===== config.mk =====
export PLATFORM = sky130hd
export DESIGN_NAME = serial_bus_master
export DESIGN_NICKNAME = d
export VERILOG_FILES = /design/src/rtl/serial_bus_master.sv
export SDC_FILE = /design/constraint.sdc
export NUM_CORES = 1
export LEC_CHECK = 0
export BUFFER_PORTS_ARGS = -buffer_cell sky130_fd_sc_hd__buf_2
export CAP_MARGIN = 20
export CORE_ASPECT_RATIO = 2
export CORE_MARGIN = 5
export CORE_UTILIZATION = 52
export DETAILED_ROUTE_END_ITERATION = 8
export GPL_ROUTABILITY_DRIVEN = 1
export PLACE_DENSITY_LB_ADDON = 0.08
export SYNTH_ARGS = -nofsm -noshare
export SYNTH_HDL_FRONTEND = slang
export SYNTH_SLANG_ARGS = --single-unit

===== constraint.sdc =====
create_clock -name clk -period 2.15 [get_ports clk]
set_input_delay 0.1075 -clock clk [delete_from_list [all_inputs] [get_ports clk]]
set_output_delay 0.1075 -clock clk [all_outputs]
set_load 0.1 [all_outputs]

===== src/rtl/serial_bus_master.sv =====
// Serial-link bus master: frames one register read/write request onto ser_out
// as 13-bit frames and deframes the slave's reply (data bytes + status) from ser_in.
module serial_bus_master #(
  parameter int ADDR_W  = 16,
  parameter int DATA_W  = 16,
  parameter int TIMEOUT = 4096
) (
  input  logic              clk,
  input  logic              rst_n,
  input  logic              req_valid,
  output logic              req_ready,
  input  logic              req_wr,
  input  logic [ADDR_W-1:0] req_addr,
  input  logic [DATA_W-1:0] req_wrdata,
  output logic              resp_valid,
  output logic [DATA_W-1:0] resp_rddata,
  output logic [7:0]        resp_status,
  output logic              resp_timeout,
  output logic              busy,
  output logic              ser_out,
  input  logic              ser_in,
  output logic [15:0]       bytes_sent,
  output logic [15:0]       bytes_seen
);
  localparam int NA = ADDR_W / 8;
  localparam int ND = DATA_W / 8;
  localparam int PW = ADDR_W + DATA_W;

  typedef enum logic [1:0] {S_IDLE, S_SEND, S_WAIT, S_DONE} state_t;

  state_t            state_r, state_next_s;
  logic [PW-1:0]     payload_r;
  logic              is_wr_r;
  logic [3:0]        n_frames_r, frame_idx_r, bit_idx_r;
  logic [31:0]       wait_cnt_r;
  logic              ser_out_r, sync1_r, sync2_r;
  logic [11:0]       sr_r;
  logic [DATA_W-1:0] hist_r;
  logic [15:0]       bytes_sent_r, bytes_seen_r;
  logic              req_ready_r, busy_r, resp_valid_r, resp_timeout_r;
  logic [DATA_W-1:0] resp_rddata_r;
  logic [7:0]        resp_status_r;

  logic              handshake_s, send_done_s, cmd_frame_s, tx_bit_s;
  logic [7:0]        tx_byte_s;
  logic [12:0]       tx_frame_s;
  logic              frame_rx_s, status_rx_s, expire_s;
  logic [DATA_W+7:0] hist_next_s;

  // Transmit bit selection and receive-side frame decode.
  always_comb begin
    handshake_s = req_valid && req_ready_r;
    send_done_s = (frame_idx_r == n_frames_r);
    cmd_frame_s = (frame_idx_r == (n_frames_r - 4'd1));
    if (cmd_frame_s) begin
      tx_byte_s = is_wr_r ? 8'h01 : 8'h02;
    end else begin
      tx_byte_s = payload_r[PW-1 -: 8];
    end
    tx_frame_s  = {1'b0, 1'b1, cmd_frame_s, tx_byte_s, 2'b00};
    tx_bit_s    = tx_frame_s[4'd12 - bit_idx_r];
    // The leading 0 of a frame has already dropped off the 12-bit window.
    frame_rx_s  = sr_r[11] && (sr_r[1:0] == 2'b00);
    status_rx_s = frame_rx_s && sr_r[10];
    expire_s    = (TIMEOUT != 0) && (wait_cnt_r == 32'(TIMEOUT));
    hist_next_s = {hist_r, sr_r[9:2]};
  end

  // Next-state logic.
  always_comb begin
    state_next_s = state_r;
    case (state_r)
      S_IDLE: begin
        if (handshake_s) state_next_s = S_SEND;
        else             state_next_s = S_IDLE;
      end
      S_SEND: begin
        if (send_done_s) state_next_s = S_WAIT;
        else             state_next_s = S_SEND;
      end
      S_WAIT: begin
        if (status_rx_s || expire_s) state_next_s = S_DONE;
        else                         state_next_s = S_WAIT;
      end
      S_DONE:  state_next_s = S_IDLE;
      default: state_next_s = S_IDLE;
    endcase
  end

  // State register.
  always_ff @(posedge clk or negedge rst_n) begin
    if (!rst_n) state_r <= S_IDLE;
    else        state_r <= state_next_s;
  end

  // Request capture, frame/bit sequencing, serial output and wait timer.
  always_ff @(posedge clk or negedge rst_n) begin
    if (!rst_n) begin
      payload_r    <= {PW{1'b0}};
      is_wr_r      <= 1'b0;
      n_frames_r   <= 4'd0;
      frame_idx_r  <= 4'd0;
      bit_idx_r    <= 4'd0;
      ser_out_r    <= 1'b0;
      bytes_sent_r <= 16'd0;
      wait_cnt_r   <= 32'd0;
    end else begin
      case (state_r)
        S_IDLE: begin
          ser_out_r <= 1'b0;
          if (handshake_s) begin
            is_wr_r     <= req_wr;
            payload_r   <= req_wr ? {req_wrdata, req_addr} : {req_addr, {DATA_W{1'b0}}};
            n_frames_r  <= req_wr ? 4'(ND + NA + 1) : 4'(NA + 1);
            frame_idx_r <= 4'd0;
            bit_idx_r   <= 4'd0;
          end
        end
        S_SEND: begin
          if (send_done_s) begin
            ser_out_r <= 1'b0;
          end else begin
            ser_out_r <= tx_bit_s;
            if (bit_idx_r == 4'd0) bytes_sent_r <= bytes_sent_r + 16'd1;
            if (bit_idx_r == 4'd12) begin
              bit_idx_r   <= 4'd0;
              frame_idx_r <= frame_idx_r + 4'd1;
              payload_r   <= {payload_r[PW-9:0], 8'h00};
            end else begin
              bit_idx_r <= bit_idx_r + 4'd1;
            end
          end
        end
        default: ser_out_r <= 1'b0;
      endcase
      wait_cnt_r <= (state_r == S_WAIT) ? wait_cnt_r + 32'd1 : 32'd0;
    end
  end

  // Receiver: synchroniser, deframing shift register and byte history.
  always_ff @(posedge clk or negedge rst_n) begin
    if (!rst_n) begin
      sync1_r      <= 1'b0;
      sync2_r      <= 1'b0;
      sr_r         <= 12'd0;
      hist_r       <= {DATA_W{1'b0}};
      bytes_seen_r <= 16'd0;
    end else begin
      sync1_r <= ser_in;
      sync2_r <= sync1_r;
      if (frame_rx_s) begin
        sr_r         <= 12'd0;
        bytes_seen_r <= bytes_seen_r + 16'd1;
        if (sr_r[10]) hist_r <= {DATA_W{1'b0}};
        else          hist_r <= hist_next_s[DATA_W-1:0];
      end else begin
        sr_r <= {sr_r[10:0], sync2_r};
      end
    end
  end

  // Registered handshake/status outputs and response capture.
  always_ff @(posedge clk or negedge rst_n) begin
    if (!rst_n) begin
      req_ready_r    <= 1'b1;
      busy_r         <= 1'b0;
      resp_valid_r   <= 1'b0;
      resp_timeout_r <= 1'b0;
      resp_rddata_r  <= {DATA_W{1'b0}};
      resp_status_r  <= 8'h00;
    end else begin
      req_ready_r  <= (state_next_s == S_IDLE);
      busy_r       <= (state_next_s != S_IDLE);
      resp_valid_r <= (state_r == S_WAIT) && (state_next_s == S_DONE);
      if ((state_r == S_WAIT) && status_rx_s) begin
        resp_rddata_r  <= hist_next_s[DATA_W+7:8];
        resp_status_r  <= hist_next_s[7:0];
        resp_timeout_r <= 1'b0;
      end else if ((state_r == S_WAIT) && expire_s) begin
        resp_rddata_r  <= {DATA_W{1'b0}};
        resp_status_r  <= 8'hFF;
        resp_timeout_r <= 1'b1;
      end
    end
  end

  assign req_ready    = req_ready_r;
  assign busy         = busy_r;
  assign resp_valid   = resp_valid_r;
  assign resp_rddata  = resp_rddata_r;
  assign resp_status  = resp_status_r;
  assign resp_timeout = resp_timeout_r;
  assign ser_out      = ser_out_r;
  assign bytes_sent   = bytes_sent_r;
  assign bytes_seen   = bytes_seen_r;
endmodule

Yosys cells after proc, flatten, opt, wreduce, memory -nomap -nowiden
Index checks and enable logic that the tools add are counted.

Equality and inequality tests: 11. Bitwise logic cells: 1. Reduce and logical (&&, ||, !) cells: 18. Mux-type cells: 32. $lt $le $gt $ge: 1. $add $sub $neg: 7.

Operators with widths (number): 32-bit 2-to-1 mux (5); 32-bit case mux with 2 select lines (1); 16-bit 2-to-1 mux (3); 16-bit by 1-bit adder with 16-bit output (second input constant) (2); 32-bit by 1-bit adder with 32-bit output (second input constant) (1); 32-bit by 13-bit == test with 1-bit output (second input constant) (1); 8-bit 2-to-1 mux (3); 4-bit 2-to-1 mux (5); 4-bit case mux with 2 select lines (2); 12-bit 2-to-1 mux (1); 4-bit by 1-bit adder with 4-bit output (second input constant) (2); 4-bit == test (2); 2-bit case mux with 4 select lines (1); 1-bit 2-to-1 mux (7); 2-bit == test (second input constant) (3); 1-bit logical AND (6); 2-bit zero test (3); 2-bit inequality test (second input constant) (3); 3-bit AND reduction (2); 2-bit nonzero test (3); 4-bit by 5-bit < comparator with 1-bit output (second input constant) (1); 1-bit binary-select mux with 4-bit select (1); 4-bit == test (second input constant) (1); 4-bit zero test (1); other kinds (9) (10).

Input bits: 37. Bits in registers: 170. Output and inout port bits: 61.

Depth between registers and ports, before layout
Gate-level depths: netlist (run 1).

Depth after elaboration: 8. Gate-level depth with buffers: 9.

Worst setup path before layout (run 1)
Ideal clock, no wire load.

Path kind: reg-to-reg. Start: register bit_idx_r[0]. End: register bytes_sent_r[11], in the netlist bytes_sent[11]. Stages on the path, launching flop included: 8. Arrival time: 2021 ps. Required time: 1992 ps. Period minus slack after synthesis: 2179 ps. Slack: -29 ps. Path through: dfrtp_1 > clkbuf_1 > inv_1 > ha_1 > or3b_2 > nor3_2 > nand4_1 > xnor2_1.

Longest elaborated chain between the ends: 2.

RTL lines: start: declaration (line 34) `logic [3:0] n_frames_r, frame_idx_r, bit_idx_r;`; start signal: assignment (line 130) `bit_idx_r <= bit_idx_r + 4'd1;`; 4-bit zero test (line 124) `if (bit_idx_r == 4'd0) bytes_sent_r <= bytes_sent_r + 16'd1;`; 3-bit AND reduction (no source line); end signal: assignment (line 124); end: declaration (line 39) `logic [15:0] bytes_sent_r, bytes_seen_r;`.

Every way passes these cells. A chain may end at the register's enable or synchronous reset.

Worst setup path after layout (run 1)
Start: register wait_cnt_r[5]. End: register wait_cnt_r[31].

Longest elaborated chain between the ends: 2.

RTL lines: start: declaration (line 35) `logic [31:0] wait_cnt_r;`; start signal: assignment (line 136) `wait_cnt_r <= (state_r == S_WAIT) ? wait_cnt_r + 32'd1 : 32'd0;`; 32-bit by 1-bit adder with 32-bit output (line 136); 32-bit 2-to-1 mux (line 136).

Every way passes these cells.

==> results of run 1 <==
## logic make-up (layout without fill, tap and decap cells)
family	after synthesis	after routing	share of synthesized area (%)
AOI/OAI and AO/OA	109	109	9.31
xor gates and xnor gates	67	67	7.70
adders and majority gates	8	8	1.31
buffers and inverters	52	175	2.82
DFF	168	168	55.2
muxes	22	22	3.07
and+or+nand+nor	301	301	20.6
## worst min path at each step
stage          slack [ps]  cells after the start      startpoint             end
3_5_place_dp           80                      1           rst_n  wait_cnt_r[15]
6_report              110                      5   req_wrdata[6]   payload_r[22]
5_1_grt               120                      5  req_wrdata[11]   payload_r[27]
2_1_floorplan        -190                      0           rst_n    bit_idx_r[0]
4_1_cts                90                      5   req_wrdata[6]   payload_r[22]
3_3_place_gp           70                      1           rst_n  wait_cnt_r[15]
## registers in the layout, summed over array words and instances, names as in the netlist, 2 cells and up
register and count:
bit_idx_r 4, bytes_seen 16, bytes_sent 16, frame_idx_r 4, hist_r 16, n_frames_r 2, payload_r 32, resp_rddata 16
resp_status 8, sr_r 12, state_r 2, wait_cnt_r 32
## stage by stage
step	hold slack (ps)	power, mW
after floorplan	-188	7.53
after global placement	74.2	8.42
after detailed placement	78.3	8.55
after CTS	92.7	11.8
after global routing	122	12.3
final	109	11.7
## worst register-to-register path, stage by stage (launching register included)
cell and delay (ps):
dfrtp_1 410, and3_1 230, or4b_4 540, nor3_1 360, a21oi_1 120, a31o_2 230
## Yosys cell counts (2+ instances only)
library cell,instances
nor3_1,13
o21ai_0,34
a21oi_1,34
inv_1,14
buf_1,2
nor4_2,3
or2_2,2
a21o_1,2
nand2b_1,2
nand2_1,94
o22a_1,8
a22o_1,24
nor2_1,57
xnor2_1,43
nand4_1,17
nor2b_1,14
ha_1,8
and3_1,16
nand3b_1,16
nand3_1,26
and2_1,10
or3_1,4
buf_2,6
nor4_1,8
xor2_1,24
dfrtp_1,167
nor3_2,2
clkbuf_1,26
and4_1,8
mux2i_1,20
## what timing repair did
| item | 4_1_cts | 5_1_grt |
|---|---|---|
| hold buffers | 10 | 0 |
| pin swaps | 0 | 2 |
| setup endpoints to repair | 12 | 30 |
| gates resized for setup | 3 | 3 |
| cloned | 0 | 0 |
| hold endpoints to repair | 53 | 0 |
## cells in the final DEF, fill, tap and decap left out, types with 2 or more instances in the layout
master | netlist | routed
dfrtp_1 | 167 | 167
buf_2 | 6 | 96
nand2_1 | 94 | 94
nor2_1 | 57 | 57
xnor2_1 | 43 | 43
o21ai_0 | 34 | 34
a21oi_1 | 34 | 34
nand3_1 | 26 | 26
xor2_1 | 24 | 24
a22o_1 | 24 | 24
mux2i_1 | 20 | 20
buf_4 | 1 | 19
nand4_1 | 17 | 17
clkbuf_16 | 0 | 17
and3_1 | 16 | 16
nand3b_1 | 16 | 16
inv_1 | 14 | 14
nor2b_1 | 14 | 13
nor3_1 | 13 | 13
and2_1 | 10 | 10
dlygate4sd3_1 | 0 | 10
and4_1 | 8 | 8
o22a_1 | 8 | 8
inv_6 | 0 | 8
nor4_1 | 8 | 7
ha_1 | 8 | 7
or3_1 | 4 | 4
nor4_2 | 3 | 3
nand2b_1 | 2 | 2
nor4_4 | 1 | 2
or2_2 | 2 | 2
a21o_1 | 2 | 2
nor3_4 | 0 | 2
bufinv_16 | 0 | 2
inv_8 | 0 | 2
buf_12 | 0 | 2
## routing by layer
layer	share of wire, %	vias up	wire length [µm]
li1	-	2733	-
met1	40	2818	6920
met2	54	127	9340
met3	3.5	35	608
met4	2.8	0	489
met5	0	-	0
## power by group through the flow
stage          combinational (mW)  clock [mW]  sequential [mW]
6_report                     4.09        3.15             4.40
3_3_place_gp                 4.00           0             4.42
3_5_place_dp                 4.09           0             4.46
5_1_grt                      4.43        3.37             4.50
2_1_floorplan                1.82           0             5.70
4_1_cts                      4.13        3.22             4.41
## final cells by class
class                      instances  area, µm²
fill                            1204       5220
clock inverter                    14        178
multi-input combinational        507       3250
sequential                       168       4210
timing repair buffer             128        774
clock buffer                      18        429
tap                              192        240
inverter                          15       58.8
==> impl_metrics.yaml, run 1 <==
global_route:
  grt_use_met3_pct: 4.33
  antenna_found_initial: 0
  grt_pass1_vias: 6097
  grt_busiest_layer: "met2"
  grt_util_met1_pct: 25.7
  overflow: 0
  grt_pass1_wl_mm: 29.6
  met2_usage_pct: 37.3
  grt_max_degree: 59
  track_usage_pct: 21.6
clock_tree:
  root_buffer: "clkbuf_16"
  clk_pin_slew_worst_paths_ps: 70
  cts_setup_buffers: 0
  clock_latency_ps: 420
  htreeDepth: 4
  cts_sinks: 168
  cts_tree: "built"
  cts_buffers: 17
  cts_max_path_buffers: 2
logic_synthesis:
  synth_edf_count: 0
  synth_nets: 772
  syn-instance-count: 727
  synthesis.area_um2: 7620
  ys_ff_latch: 168
  ys.flop_type: "dfrtp_1"
  synth_area_leaders: "dfrtp_1 55%, xnor2_1 4.9%, nand2_1 4.6%"
  synth_cell_types: 53
  avgSynthCellArea_um2: 10.5
  yosysTopAreaCell: "dfrtp_1"
  ys_seq_area_share_pct: 55.2
  ys_async_sr_fraction_pct: 100
  synth_top_area_share_pct: 54.9
  yosysWarnings: 0
final_layout:
  antenna_cells: 0
  syn2layout_area_growth_pct: 19.9
  nets: 882
  stdcell_count: 1042
  stdcell_area_um2: 9130
  fin_util_pct: 63.6
  drive_above_1_share_pct: 20.1
placed_design:
  routabilityCongestion: 0.872
  dpl_cell_area_um2: 8390
  dp_hpwl_mm: 12.4
  io_buffers: 97
  pre_cts_ws_ps: -94.2
  dp.cells: 1000
floorplan:
  num_rows: 62
  die_width_um: 95.6
  core_region_area_um2: 14400
  initial_core_util_pct: 53.1
  die_y_um: 181
  ios: 98
  dieArea_um2: 17300
power:
  clkPwrFrac_pct: 27.1
  p_comb_share_pct: 35.1
  internal-power_mw: 6.78
  power_switching_share_pct: 41.8
  power.density_nw_per_um2: 1280
  p_seq_share_pct: 37.8
  p_switching_mw: 4.87
  p_leak_nw: 4.40
  worst_ir_drop_vdd_v: 0.000875
setup_path:
  start_kind: "flop"
  cp_cell_sequence: "and3_1 > or4b_4 > nor3_1 > a21oi_1 > a31o_2"
  critical_path.startpoint: "wait_cnt_r[5]"
  reg2reg_from: "wait_cnt_r[5]"
  path_depth: 5
  ff2ff_setup_slack_ps: 160
  slowest_stage: "or4b_4"
  cp.arrival_ps: 2300
  slowest_delay_ps: 530
  crit_fanout: 8
  crit_end: "wait_cnt_r[31]"
  reg2reg_to: "wait_cnt_r[31]"
  path_class: "reg2reg"
  crit_family: "simple AND/OR/NAND/NOR gates"
  end_kind: "flop"
  rr_worst_depth: 5
  worst-path-buf-inv: 0
  cp.required_ps: 2460
run:
  maxCapViolations: 0
sta:
  setup-tns-final_ps: 0
  period_needed_ps: 1990
  period_share_pct: 92.7
  finClkSkew_ps: 11.9
  worst_slack_ps: 156
  slew_viol_final: 0
  hold_violations: 0
  rsz0062_at_grt: "false"
  max_slew_margin_pct: 58.3
  setup_viol: 0
  tightest_slew_ps: 624
  max_freq_mhz: 502
hold_path:
  hold_path.class: "in2reg"
drt:
  num_vias: 5713
  dr.pass1.iters: 4
  ant_nets: 0
  avgViaCountPerCell: 5.48
  routedWlPerCell_um: 16.7
  drt_iter0_drc: 215
  drc: 0
  wl_mm: 17.4
status:
  outcome: "finished, final reports clean"
(Power assumes the default switching activity.)
==> run 2, diff against run 1 <==
Settings changed: ABC_AREA set to 1, CORE_UTILIZATION 52 to 53, CTS_CLUSTER_DIAMETER set to 60.
==> run 2 against run 1 <==
First-iteration DRC count grew 65%. Hold slack worse by 100 ps. Combinational power decreased by 67%. Clock power is 7.6% higher. Final area rose by 5.3%. Routed wire length grew 6.7%. Via count up 14%. Fmax is 5.0% higher. Register-to-register slack improved by 96 ps. Critical endpoint is now frame_idx_r[3]. Largest power group unchanged. Highest routed layer unchanged.
==> impl_metrics.yaml, run 2 <==
global_route:
  grt_pass1_wl_mm: 31.4
  grt_pass1_vias: 6642
  grt_max_degree: 61
  antenna_found_initial: 0
  overflow: 0
  track_usage_pct: 21.4
run:
  maxCapViolations: 0
placed_design:
  dp_hpwl_mm: 13.1
  routabilityCongestion: 0.890
  io_buffers: 97
floorplan:
  initial_core_util_pct: 53.5
  die_width_um: 97.4
  dieArea_um2: 18000
  ios: 98
  core_region_area_um2: 15100
  num_rows: 64
  die_y_um: 185
logic_synthesis:
  synth_edf_count: 0
  synth_nets: 993
  synth_top_area_share_pct: 51.6
  synth_cell_types: 39
  synth_common_cells: "187 x nand2_1, 167 x dfrtp_1, 114 x inv_1"
  yosysTopAreaCell: "dfrtp_1"
  ys.flop_type: "dfrtp_1"
  synth_most_common_cell: "nand2_1"
  avgSynthCellArea_um2: 8.54
  yosysWarnings: 0
  ys_seq_area_share_pct: 51.9
  syn-instance-count: 948
  ys_ff_latch: 168
  synth_area_leaders: "dfrtp_1 52%, nand2_1 8.7%, inv_1 5.3%"
  ys_async_sr_fraction_pct: 100
  synthesis.area_um2: 8100
setup_path:
  path_class: "reg2reg"
  worst-path-buf-inv: 2
  start_kind: "flop"
  slowest_delay_ps: 440
  end_kind: "flop"
  cp.arrival_ps: 2250
  crit_fanout: 33
  cp.required_ps: 2510
  cp_cell_sequence: "inv_2 > ha_2 > nand3_1 > o21ai_2 > nand2_2 > buf_4 > o21ai_0 > nand2_1 > nor2_1"
  crit_family: "flip-flops"
  slowest_stage: "dfrtp_1"
sta:
  slew_viol_final: 0
  period_share_pct: 88.3
  max_slew_margin_pct: 66.0
  setup_viol: 0
  hold_violations: 0
  tightest_slew_ps: 513
  max_freq_mhz: 527
  period_needed_ps: 1900
  finClkSkew_ps: 11.3
  rsz0062_at_grt: "false"
  setup-tns-final_ps: 0
clock_tree:
  clk_pin_slew_worst_paths_ps: 70
  cts_sinks: 168
  clock_latency_ps: 420
  htreeDepth: 4
  cts_setup_buffers: 0
  cts_buffers: 17
  cts_max_path_buffers: 2
  cts_tree: "built"
  root_buffer: "clkbuf_16"
drt:
  dr.pass1.iters: 5
  wl_mm: 18.5
  ant_nets: 0
  drt_iter0_drc: 354
  drc: 0
  avgViaCountPerCell: 5.13
  routedWlPerCell_um: 14.6
  num_vias: 6521
power:
  worst_ir_drop_vdd_v: 0.000623
  power.density_nw_per_um2: 870
  p_switching_mw: 2.51
  clkPwrFrac_pct: 40.5
  power_mw: 8.37
  power_switching_share_pct: 30.0
  p_seq_share_pct: 43.1
  p_leak_nw: 4.68
  p_comb_share_pct: 16.4
  internal-power_mw: 5.85
final_layout:
  final_cell_mix: "187 x nand2_1, 164 x dfrtp_1, 113 x inv_1"
  nets: 1104
  syn2layout_area_growth_pct: 18.8
  drive_above_1_share_pct: 17.4
  antenna_cells: 0
  n_fill_cell: 1316
  mostFrequentLayoutCell: "nand2_1"
  top_regs: "payload_r: 32 flops, wait_cnt_r: 32 flops"
hold_path:
  hold_path.class: "in2reg"
status:
  outcome: "finished, final reports clean"
-- run 2: through the flow --
stage               worst slack (ps)  utilization (%)  std cells  hold WS, ps  area [µm²]
CTS                             58.2             63.5       1270        0.802        9610
finish                           252             63.5       1270         6.76        9620
global route                    74.5             63.5       1270         9.35        9620
floorplan                       41.5                -        948         -188        8100
detailed placement              93.8             58.1       1222         37.5        8790
global placement                 217             58.1       1222         39.3        8790
-- run 2: worst paths after layout --
check,startpoint,end,slack [ps],depth (start not counted)
max in group asynchronous,rst_n,req_ready,1310,3
worst max register to register,bit_idx_r[0],frame_idx_r[3],250,9
worst min-delay path,req_addr[7],payload_r[7],7,3
worst min register to register,sync1_r,sync2_r,350,0
min in group asynchronous,rst_n,payload_r[28],160,2
worst max-delay path,bit_idx_r[0],frame_idx_r[3],250,9
-- run 2: power groups by stage --
stage               sequential [mW]  clock, mW  combinational (mW)
finish                         3.61       3.39                1.37
global route                   3.64       3.59                1.49
CTS                            3.61       3.45                1.38
detailed placement             3.67          0                1.35
global placement               3.66          0                1.34
floorplan                      4.22          0               0.442
-- run 2: routing by layer --
layer / up-vias / GRT usage (%) / wire length (µm)
met2: 118 / 35.4 / 9210
met1: 3084 / 28.3 / 8420
met5: - / 0 / 0
met3: 21 / 3.66 / 515
met4: 0 / 8.15 / 363
li1: 3298 / - / -
-- run 2: worst min-delay path: stages --
cell	delay [ps]
buf_2	90
inv_1	70
o21ai_0	100
-- run 2: final cells by class --
| class | count | area, µm² | area share (%) |
|---|---|---|---|
| multi-input combinational | 621 | 3260 | 33.9 |
| tap | 198 | 248 | 2.58 |
| timing repair buffer | 125 | 767 | 7.98 |
| sequential | 168 | 4210 | 43.8 |
| inverter | 126 | 475 | 4.94 |
| clock buffer | 20 | 447 | 4.65 |
| clock inverter | 12 | 214 | 2.23 |
-- run 2: repair_timing --
| item | in CTS | in global routing |
|---|---|---|
| gates resized for setup | 0 | 4 |
| endpoints found under the setup margin | 0 | 17 |
| hold buffers | 16 | 0 |
| endpoints found under the hold margin | 156 | 0 |
-- run 2: kinds of logic after synthesis --
| kind of cell | synth area share (%) |
|---|---|
| buffers and inverters | 7.88 |
| AND/OR/NAND/NOR | 24.2 |
| AO/OA/AOI/OAI | 9.53 |
| flip-flops | 51.9 |
| adder cells (fa/ha/maj) | 1.24 |
| XOR/XNOR | 5.19 |
==> run 3, diff against run 2 <==
Settings changed: CAP_MARGIN 20 to not set, CELL_PAD_IN_SITES_DETAIL_PLACEMENT set to 1, CELL_PAD_IN_SITES_GLOBAL_PLACEMENT set to 1, CORE_UTILIZATION 53 to 41, CTS_BUF_LIST set to sky130_fd_sc_hd__clkbuf_8.
==> run 3 against run 2 <==
Count of clock-buffer cells in the layout shrank 1. Via count up 3.4%. Fmax decreased by 1.9%. Total power is 12% lower. Hold slack gained 41 ps. Sequential share of layout area is 0.40 points higher. Critical path depth stayed put. Clock power fell by 31%. Critical path type unchanged.
==> impl_metrics.yaml, run 3 (synthesis gave the netlist of run 2 again) <==
placed_design:
  dp.cells: 1290
  routabilityCongestion: 0.875
  io_buffers: 97
  dp_hpwl_mm: 17.1
  dpl_cell_area_um2: 8940
  pre_cts_ws_ps: 226
clock_tree:
  cts_tree: "built"
  cts_max_path_buffers: 2
  clock_latency_ps: 460
  root_buffer: "clkbuf_8"
  cts_resized: 0
  cts_buffers: 17
  cts_sinks: 168
  clk_pin_slew_worst_paths_ps: 90
  htreeDepth: 4
setup_path:
  path_class: "reg2reg"
  end_kind: "flop"
  cp_cell_sequence: "inv_1 > ha_1 > nand3_1 > o21ai_2 > nand2_2 > buf_4 > o21ai_0 > nand2_1 > nor2_1"
  slowest_stage: "dfrtp_1"
  crit_fanout: 33
  cp.required_ps: 2540
  slowest_delay_ps: 440
  rr_worst_depth: 9
  start_kind: "flop"
  cp.arrival_ps: 2320
power:
  worst_ir_drop_vdd_v: 0.000387
  power_mw: 7.37
  power.density_nw_per_um2: 774
  p_leak_nw: 4.62
drt:
  drc: 0
  wl_mm: 22.3
  ant_nets: 0
  dr.pass1.iters: 4
  routedWlPerCell_um: 16.6
  num_vias: 6745
  drt_iter0_drc: 176
  avgViaCountPerCell: 5.04
hold_path:
  hold_path_depth: 5
  hold_path.class: "in2reg"
status:
  outcome: "finished, final reports clean"
floorplan:
  dieArea_um2: 22800
  core_region_area_um2: 19400
  die_width_um: 109
  ios: 98
  num_rows: 72
  initial_core_util_pct: 41.8
  die_y_um: 209
final_layout:
  top_regs: "payload_r: 32 flops, wait_cnt_r: 32 flops"
  antenna_cells: 0
  stdcell_area_um2: 9530
  nets: 1113
  syn2layout_area_growth_pct: 17.7
  seqCellArea_um2: 4210
  multi_input_area_um2: 3250
  final_cell_mix: "187 x nand2_1, 164 x dfrtp_1, 115 x inv_1"
  stdcell_count: 1339
  fin_util_pct: 49.2
  mostFrequentLayoutCell: "nand2_1"
  n_fill_cell: 2380
  drive_above_1_share_pct: 17.7
global_route:
  overflow: 0
  grt_pass1_wl_mm: 37.3
  antenna_found_initial: 0
  track_usage_pct: 20.7
  grt_max_degree: 50
  grt_pass1_vias: 7432
sta:
  tightest_slew_ps: 527
  max_slew_margin_pct: 64.7
  finClkSkew_ps: 14.8
  hold_violations: 0
  max_freq_mhz: 517
  setup_viol: 0
  period_needed_ps: 1930
  holdWs_ps: 48.2
  setup-tns-final_ps: 0
  rsz0062_at_grt: "false"
  period_share_pct: 90.0
  worst_slack_ps: 215
  slew_viol_final: 0
run:
  maxCapViolations: 0
## run 3: metal layers
layer  up-vias  GRT usage [%]  share of wire (%)
met2       103           40.1                 58
met1      3290           21.7                 37
li1       3311              -                  -
met4         0           8.09                2.7
met3        41           2.81                2.3
met5         -              0                  0
## run 3: path summary, 6_finish.rpt
| path | start | end | slack, ps |
|---|---|---|---|
| worst max-delay path | bit_idx_r[0] | frame_idx_r[3] | 220 |
| worst min-delay path | req_wrdata[14] | payload_r[30] | 50 |
| worst max register to register | bit_idx_r[0] | frame_idx_r[3] | 220 |
| worst min register to register | sync1_r | sync2_r | 360 |
| max in group asynchronous | rst_n | resp_rddata[5] | 1260 |
| min in group asynchronous | rst_n | wait_cnt_r[16] | 160 |
## run 3: cell type report
| type | instances | share of cell area (%) |
|---|---|---|
| Clock inverter | 12 | 1.50 |
| Inverter | 126 | 4.96 |
| Multi-Input combinational cell | 621 | 34.1 |
| Timing Repair Buffer | 134 | 9.07 |
| Sequential cell | 168 | 44.2 |
| Tap cell | 259 | 3.40 |
| Clock buffer | 19 | 2.74 |
## run 3: repair_timing
action,in CTS,in global routing
buffers inserted,0,0
hold endpoints to repair,123,0
hold buffers,18,0
## run 3: worst max-delay path, delay by kind of cell (launching register included)
kind                     cells  cell delay [ps]
AO/OA/AOI/OAI                2              360
adder cells (fa/ha/maj)      1              270
buffers and inverters        2              420
flip-flops                   1              440
AND/OR/NAND/NOR              4              380
## run 3: report_power, final
part | leakage, nW | internal [mW] | total, mW | switching [mW]
clock network | 0.208 | 1.11 | 2.35 | 1.24
registers | 2.25 | 3.44 | 3.62 | 0.183
logic | 2.16 | 0.303 | 1.40 | 1.10
